**src/rtl/fifo_pkg.sv**
```systemverilog
// Shared helpers for the flexible FIFO: width/depth arithmetic and the
// bit positions of the sticky error vector.
package fifo_pkg;

   localparam int ERR_OVF  = 0;
   localparam int ERR_UDF  = 1;
   localparam int ERR_BITS = 2;

   function automatic int fifo_depth(input int index_width);
      return 1 << index_width;
   endfunction

   // Occupancy must represent 0..DEPTH inclusive, hence one bit wider than a pointer.
   function automatic int count_width(input int index_width);
      return index_width + 1;
   endfunction

   function automatic int clog2_depth(input int depth);
      int w;
      w = 0;
      while ((1 << w) < depth) w++;
      return w;
   endfunction

endpackage

```
**src/rtl/fifo_flex_mem.sv**
```systemverilog
// Storage array for fifo_flex: one synchronous write port and one
// asynchronous read port. Contents are intentionally never cleared.
module fifo_flex_mem
   import fifo_pkg::*;
#(
   parameter int DATA_WIDTH  = 8,
   parameter int INDEX_WIDTH = 5
) (
   input  logic                   clk,
   input  logic                   we,
   input  logic [INDEX_WIDTH-1:0] waddr,
   input  logic [DATA_WIDTH-1:0]  wdata,
   input  logic [INDEX_WIDTH-1:0] raddr,
   output logic [DATA_WIDTH-1:0]  rdata
);

   localparam int DEPTH = fifo_depth(INDEX_WIDTH);

   logic [DATA_WIDTH-1:0] mem [DEPTH];

   always_ff @(posedge clk) begin
      if (we) begin
         mem[waddr] <= wdata;
      end
   end

   assign rdata = mem[raddr];

endmodule

```
**src/rtl/fifo_flex.sv**
```systemverilog
// Parametrised synchronous FIFO with occupancy count, threshold flags, sticky
// overflow/underflow and flush. FIFO_FLEX_FWFT_EN selects first-word fall-through.
module fifo_flex
   import fifo_pkg::*;
#(
   parameter int DATA_WIDTH             = 8,
   parameter int INDEX_WIDTH            = 5,
   parameter int ALMOST_FULL_THRESHOLD  = 28,
   parameter int ALMOST_EMPTY_THRESHOLD = 4
) (
   input  logic                     clk,
   input  logic                     rst_n,
   input  logic                     flush,
   input  logic                     wr_en,
   input  logic [DATA_WIDTH-1:0]    wr_data,
   input  logic                     rd_en,
   output logic [DATA_WIDTH-1:0]    rd_data,
   output logic                     rd_valid,
   output logic [INDEX_WIDTH:0]     count,
   output logic                     full,
   output logic                     empty,
   output logic                     almost_full,
   output logic                     almost_empty,
   output logic                     overflow,
   output logic                     underflow
);

   localparam int DEPTH = fifo_depth(INDEX_WIDTH);
   localparam int CW    = count_width(INDEX_WIDTH);

   generate
      if (!(ALMOST_EMPTY_THRESHOLD > 0 &&
            ALMOST_EMPTY_THRESHOLD < ALMOST_FULL_THRESHOLD &&
            ALMOST_FULL_THRESHOLD < DEPTH)) begin : g_bad_thresholds
         $error("fifo_flex: thresholds must satisfy 0 < AE < AF < DEPTH");
      end
   endgenerate

   logic [INDEX_WIDTH-1:0] wr_ptr;
   logic [INDEX_WIDTH-1:0] rd_ptr;
   logic [CW-1:0]          count_q;
   logic [ERR_BITS-1:0]    err_q;
   logic                   pop_ok;
   logic                   push_ok;
   logic                   mem_we;
   logic [DATA_WIDTH-1:0]  mem_rdata;

   assign empty        = (count_q == '0);
   assign full         = (count_q == CW'(DEPTH));
   assign almost_full  = (count_q >= CW'(ALMOST_FULL_THRESHOLD));
   assign almost_empty = (count_q <= CW'(ALMOST_EMPTY_THRESHOLD));
   assign count        = count_q;
   assign overflow     = err_q[ERR_OVF];
   assign underflow    = err_q[ERR_UDF];

   // A pop frees a slot in the same cycle, so a full FIFO still takes a concurrent push.
   assign pop_ok  = rd_en & ~empty;
   assign push_ok = wr_en & (~full | pop_ok);
   assign mem_we  = push_ok & rst_n & ~flush;

   always_ff @(posedge clk) begin
      if (!rst_n || flush) begin
         wr_ptr  <= '0;
         rd_ptr  <= '0;
         count_q <= '0;
         err_q   <= '0;
      end else begin
         if (push_ok) wr_ptr <= wr_ptr + 1'b1;
         if (pop_ok)  rd_ptr <= rd_ptr + 1'b1;
         count_q        <= count_q + CW'(push_ok) - CW'(pop_ok);
         err_q[ERR_OVF] <= err_q[ERR_OVF] | (wr_en & ~push_ok);
         err_q[ERR_UDF] <= err_q[ERR_UDF] | (rd_en & empty);
      end
   end

   fifo_flex_mem #(
      .DATA_WIDTH  (DATA_WIDTH),
      .INDEX_WIDTH (INDEX_WIDTH)
   ) u_mem (
      .clk   (clk),
      .we    (mem_we),
      .waddr (wr_ptr),
      .wdata (wr_data),
      .raddr (rd_ptr),
      .rdata (mem_rdata)
   );

`ifdef FIFO_FLEX_FWFT_EN
   // Head entry is always presented; rd_en only acknowledges it.
   assign rd_data  = mem_rdata;
   assign rd_valid = ~empty;
`else
   always_ff @(posedge clk) begin
      if (!rst_n) begin
         rd_data  <= '0;
         rd_valid <= 1'b0;
      end else if (flush) begin
         rd_valid <= 1'b0;
      end else begin
         rd_valid <= pop_ok;
         if (pop_ok) rd_data <= mem_rdata;
      end
   end
`endif

endmodule

```
**config.mk**
```make
export PLATFORM = sky130hd
export DESIGN_NAME = fifo_flex
export DESIGN_NICKNAME = d
export VERILOG_FILES = /design/src/rtl/fifo_pkg.sv /design/src/rtl/fifo_flex_mem.sv /design/src/rtl/fifo_flex.sv
export SDC_FILE = /design/constraint.sdc
export NUM_CORES = 1
export LEC_CHECK = 0
export ABC_AREA = 1
export CAP_MARGIN = 25
export CORE_UTILIZATION = 30
export DETAILED_ROUTE_END_ITERATION = 10
export PLACE_DENSITY = 0.52
export RECOVER_POWER = 25
export SLEW_MARGIN = 0
export SYNTH_ARGS = -nofsm -noshare
export SYNTH_HDL_FRONTEND = slang
export SYNTH_SLANG_ARGS = --single-unit
```
**constraint.sdc**
```tcl
create_clock -name clk -period 2.3 [get_ports clk]
set_input_delay 0.46 -clock clk [delete_from_list [all_inputs] [get_ports clk]]
set_output_delay 0.46 -clock clk [all_outputs]
set_load 0.005 [all_outputs]
```
* Yosys cells after proc, flatten, opt, wreduce, memory -nomap -nowiden
Memory sizes are Yosys's and may differ from the RTL's. A register that Yosys moved wholly into a read port is not among the register bits. Cells that the tools add are included.
Word-level totals: bits in registers 19, memory bits (writable) 256, input bits 13, output and inout port bits 21, logic and storage cells 35, memories 1
Memories:
- u_mem.mem | depth 32, width 8, rd ports 1, clocked after memory_dff 1, wr ports 1, line fifo_flex_mem.sv:19 | logic [DATA_WIDTH-1:0] mem [DEPTH];
Operators by class: $add $sub $neg 4, magnitude comparators 2, equality and inequality tests 1, multiplexer cells 2, bitwise logic cells 14, reduce and logical (&&, ||, !) cells 6
Operators with widths (count):
- 5-bit by 1-bit adder with 5-bit output (second input constant) | 2
- 6-bit by 1-bit adder with 6-bit output | 1
- 1-bit bitwise AND | 6
- 6-bit == test (second input constant) | 1
- 6-bit by 5-bit greater-or-equal comparator with 1-bit output (second input constant) | 1
- 6-bit by 3-bit <= comparator with 1-bit output (second input constant) | 1
- 6-bit logical NOT | 1
- 6-bit by 1-bit subtractor with 6-bit output | 1
- 1-bit inverter | 5
- 1-bit bitwise OR | 3
- 1-bit logical NOT | 2
- 1-bit two-way mux | 2
- 2-bit AND reduction | 1
- 2-bit OR reduction | 1
- 1-bit logical OR | 1

* Longest topological paths before layout
depth after elaboration 9, gate-level depth with buffers 18, mapped depth without buffers 18

* By module
A second synthesis with hierarchy kept.
Unflattened totals: cell total of the unflattened synthesis 1125, area, all modules 12127.9 um2
By module, submodules not included:
- fifo_flex_mem | instances 1, cells each 914, area each 10626.4 um2, seq. area each 7687.4 um2
- fifo_flex | instances 1, cells each 211, area each 1501.4 um2, seq. area each 540.5 um2

* Worst setup path before layout
OpenSTA, ideal clock, no wires.
path kind register to register, start point register count_q[4], in the netlist count[4], end point register count_q[4], in the netlist count[4], library setup time 70 ps, data arrival time 2297 ps, data required time 2230 ps, path slack -66 ps, stages on the path, launching flop included 19, buffers on the path 0, clock period less this slack 2366 ps, cell sequence dfxtp_1 inv_1 ha_1 nand3_1 nand2_2 nand2_1 nand2_2 inv_1 nand2_1 nand2_1 ha_1 fa_1 nand2_1 inv_1 nor2_1 nor2_1 nor2_1 o21ai_0 a21oi_1
On the way: cells in the longest elaborated chain, start to end 7, elaborated cells between the ends (all ways) 9, classes of those cells add/sub (2); eq/ne (1); bitwise (5); reduce/logical (1)
RTL lines:
- start, declared | line fifo_flex.sv:41 | logic [CW-1:0] count_q;
- start signal, assigned | line fifo_flex.sv:70 | count_q <= count_q + CW'(push_ok) - CW'(pop_ok);
- 6-bit logical NOT | line fifo_flex.sv:48 | assign empty = (count_q == '0);
- 1-bit inverter | line fifo_flex.sv:57 | assign pop_ok = rd_en & ~empty;
- 1-bit bitwise AND | line fifo_flex.sv:57
- 1-bit bitwise OR | line fifo_flex.sv:58 | assign push_ok = wr_en & (~full | pop_ok);
- 1-bit bitwise AND | line fifo_flex.sv:58
- 6-bit by 1-bit adder with 6-bit output | line fifo_flex.sv:70
- 6-bit by 1-bit subtractor with 6-bit output (*) | line fifo_flex.sv:70
Mark *: on every way between the ends. The rest lies on a longest branch, timed or not. A chain may end at the register's enable or synchronous reset.

* Worst setup path after layout
start point register count_q[5], in the netlist count[5], end point output port almost_full
On the way: cells in the longest elaborated chain, start to end 1
RTL lines:
- 6-bit by 5-bit greater-or-equal comparator with 1-bit output | line fifo_flex.sv:50 | assign almost_full = (count_q >= CW'(ALMOST_FULL_THRESHOLD));
- end, declared | line fifo_flex.sv:22 | output logic almost_full,
Every way passes these cells.

==> results.ini <==
[place]
placed_area_mm2 = 0.0137
io_buffers = 33
routabilityCongestion = 0.824
dp_worst_setup_slack_ps = -255
dpl.hpwl_mm = 19.5
dp_cells = 1783

[timing]
post-route-period-util = 0.961
tightest_slew_ps = 1570
timing.final.ws_setup_ps = 89.5
setup_viol = 0
skew_ps = 16.5
clock.fmax_mhz = 452
rsz0062_at_grt = true
final_hold_viol_count = 0
fin_hold_ws_ps = 457
slew-limit-headroom = -0.0453
slew_viol_final = 33
period_needed_ps = 2210

[clock_network]
clock_latency_ps = 500
clk_pin_slew_ps = 60
cts_tree = yes
htreeDepth = 2
numCtsBuffers = 34
clockBufferDepth = 3
cts_root_buf = clkbuf_16
clock-sinks = 283

[detailed_routing]
viasPerCell = 4.55
drtAntennaViolNets = 0
num_vias = 8389
wl_per_cell_um = 17.0
routed_wl_mm = 31.4
drt_iter0_markers = 787
drc = 0
drtPass1Iterations = 5

[logic_synthesis]
syn_nets = 1216
synth_top_area_cell = edfxtp_1
syn_area_mm2 = 0.0122
synth_warnings = 0
ys_types = 25
synthCells = 1186
seq_area_frac_synth = 0.675
ys_seq_elements = 283
synth_area_leaders = edfxtp_1 (63%), nand2_1 (11%), nand3_1 (6.6%)
netlist.area_leader.share = 0.630
synth_area_per_cell_um2 = 10.3

[critical_path]
crit_chain = inv_2 -> buf_4 -> ha_1 -> nand2_1 -> nand2_1 -> clkdlybuf4s50_1
crit_top_cell = nand2_1
crit_type = reg -> out
crit_slowest_cell = clkdlybuf4s50_1
worstSetupStartpointType = register
cp-end-kind = primary output
cpPeakStageDelay_ps = 500
cp_max_fo = 3
required_ps = 1840
critPathArrivalTime_ps = 1750

[die]
rows = 73
die-area_mm2 = 0.0415
die_h_um = 204
io_pins = 34
die-width_um = 204
core_area_mm2 = 0.0399
initial_core_util = 0.306

[grt]
first_global_vias = 8118
met2_usage = 0.245
antenna_found_initial = 0
grt_max_degree = 50
overflow = 0
gr-usage-met3 = 0.0244
grt_pass1_wl_mm = 48.0
busiest_layer = met2
track_usage = 0.153
grtUsageMet1 = 0.212

[finish]
drive_gt1_frac = 0.120
layout_common_cells = nand2_1 (369), edfxtp_1 (256), nand3_1 (161)
final_nets = 1327
antenna_cells = 0
syn2layout_area_growth_pct = 21.1
final_common_cell = nand2_1
fin_cells = 1845
design_area_mm2 = 0.0148

[power]
total_power_w = 0.0130
p_leak_nw = 5.82
peakVddDrop_mv = 0.552
powerDensity_mw_per_mm2 = 881

[status]
violations = capacitance limit, slew limit
status = finished with violations

[job]
max_cap_violations = 1

[hold_path]
holdCritPathClass = reg -> reg

-- worst max-delay path, delay by kind of cell, from the launching register on --
kind          cells  cell delay, ps
fa+ha+maj         1             130
buf+inv           3             690
flops             1             330
simple gates      2             120
-- cells in the mapped netlist --
cell / number
o21a_1: 1
clkbuf_1: 8
edfxtp_1: 256
inv_1: 134
dfxtp_1: 27
fa_1: 1
nand3_1: 162
nor3_1: 2
o31ai_1: 1
inv_4: 1
nor2_2: 1
buf_2: 27
nor2_1: 95
nand2_2: 2
buf_4: 11
ha_1: 16
buf_8: 1
inv_2: 1
clkinv_1: 2
a21oi_1: 37
and3_1: 1
nand2_1: 372
buf_6: 4
o21ai_0: 21
nor3b_1: 2
-- cells by family after synthesis --
kind of cell               after synthesis  synth area share
buffers and inverters                  189            0.0679
and+or+nand+nor                        637             0.214
adders and majority gates               17            0.0181
AOI/OAI and AO/OA                       60            0.0250
DFF                                    283             0.675
-- through the flow --
step,setup TNS (ps),utilization
global route,-196,0.370
CTS,0,0.370
floorplan,0,-
detailed placement,-22580,0.344
finish,0,0.370
global placement,-9710,0.344
-- where the power goes --
part           internal [W]  leakage, nW  switching [W]
clock               0.00293        0.490        0.00199
sequential          0.00569         2.52      0.0000812
combinational      0.000927         2.81        0.00139
total               0.00955         5.82        0.00346
-- flip-flops by register name (all words and copies together) (netlist names) --
signal,flops
rd_ptr,5
rd_data,8
err_q,2
u_mem.mem,256
rd_valid,1
count,6
wr_ptr,5
-- per-layer routing --
layer  part of all wire  vias up
li1                   -     4134
met1               0.46     3995
met2               0.46      208
met3              0.053       52
met4              0.025        0
met5                  0        -
-- final cells by class --
| class | instances | area (um^2) |
|---|---|---|
| Fill cell | 3913 | 25100 |
| Sequential cell | 283 | 8240 |
| Multi-Input combinational cell | 714 | 3220 |
| Timing Repair Buffer | 126 | 1110 |
| Clock buffer | 52 | 982 |
| Tap cell | 525 | 657 |
| Inverter | 138 | 523 |
| Clock inverter | 7 | 32.5 |
-- what timing repair did --
action / in CTS / in global routing
endpoints found under the setup margin: 4 / 1
setup buffers: 1 / 2
pin swaps: 2 / 13
hold buffers: 0 / 0
resized for setup: 14 / 14
-- path summary, 6_finish.rpt --
path	start	end	cells after the start	slack [ps]
worst max-delay path	count[5]$_SDFF_PP0_	almost_full	6	90
worst min-delay path	err_q[1]$_SDFF_PP0_	err_q[1]$_SDFF_PP0_	2	460
worst max register to register	count[3]$_SDFF_PP0_	count[4]$_SDFF_PP0_	18	100
worst min register to register	err_q[1]$_SDFF_PP0_	err_q[1]$_SDFF_PP0_	2	460
(Power assumes the default switching activity.)
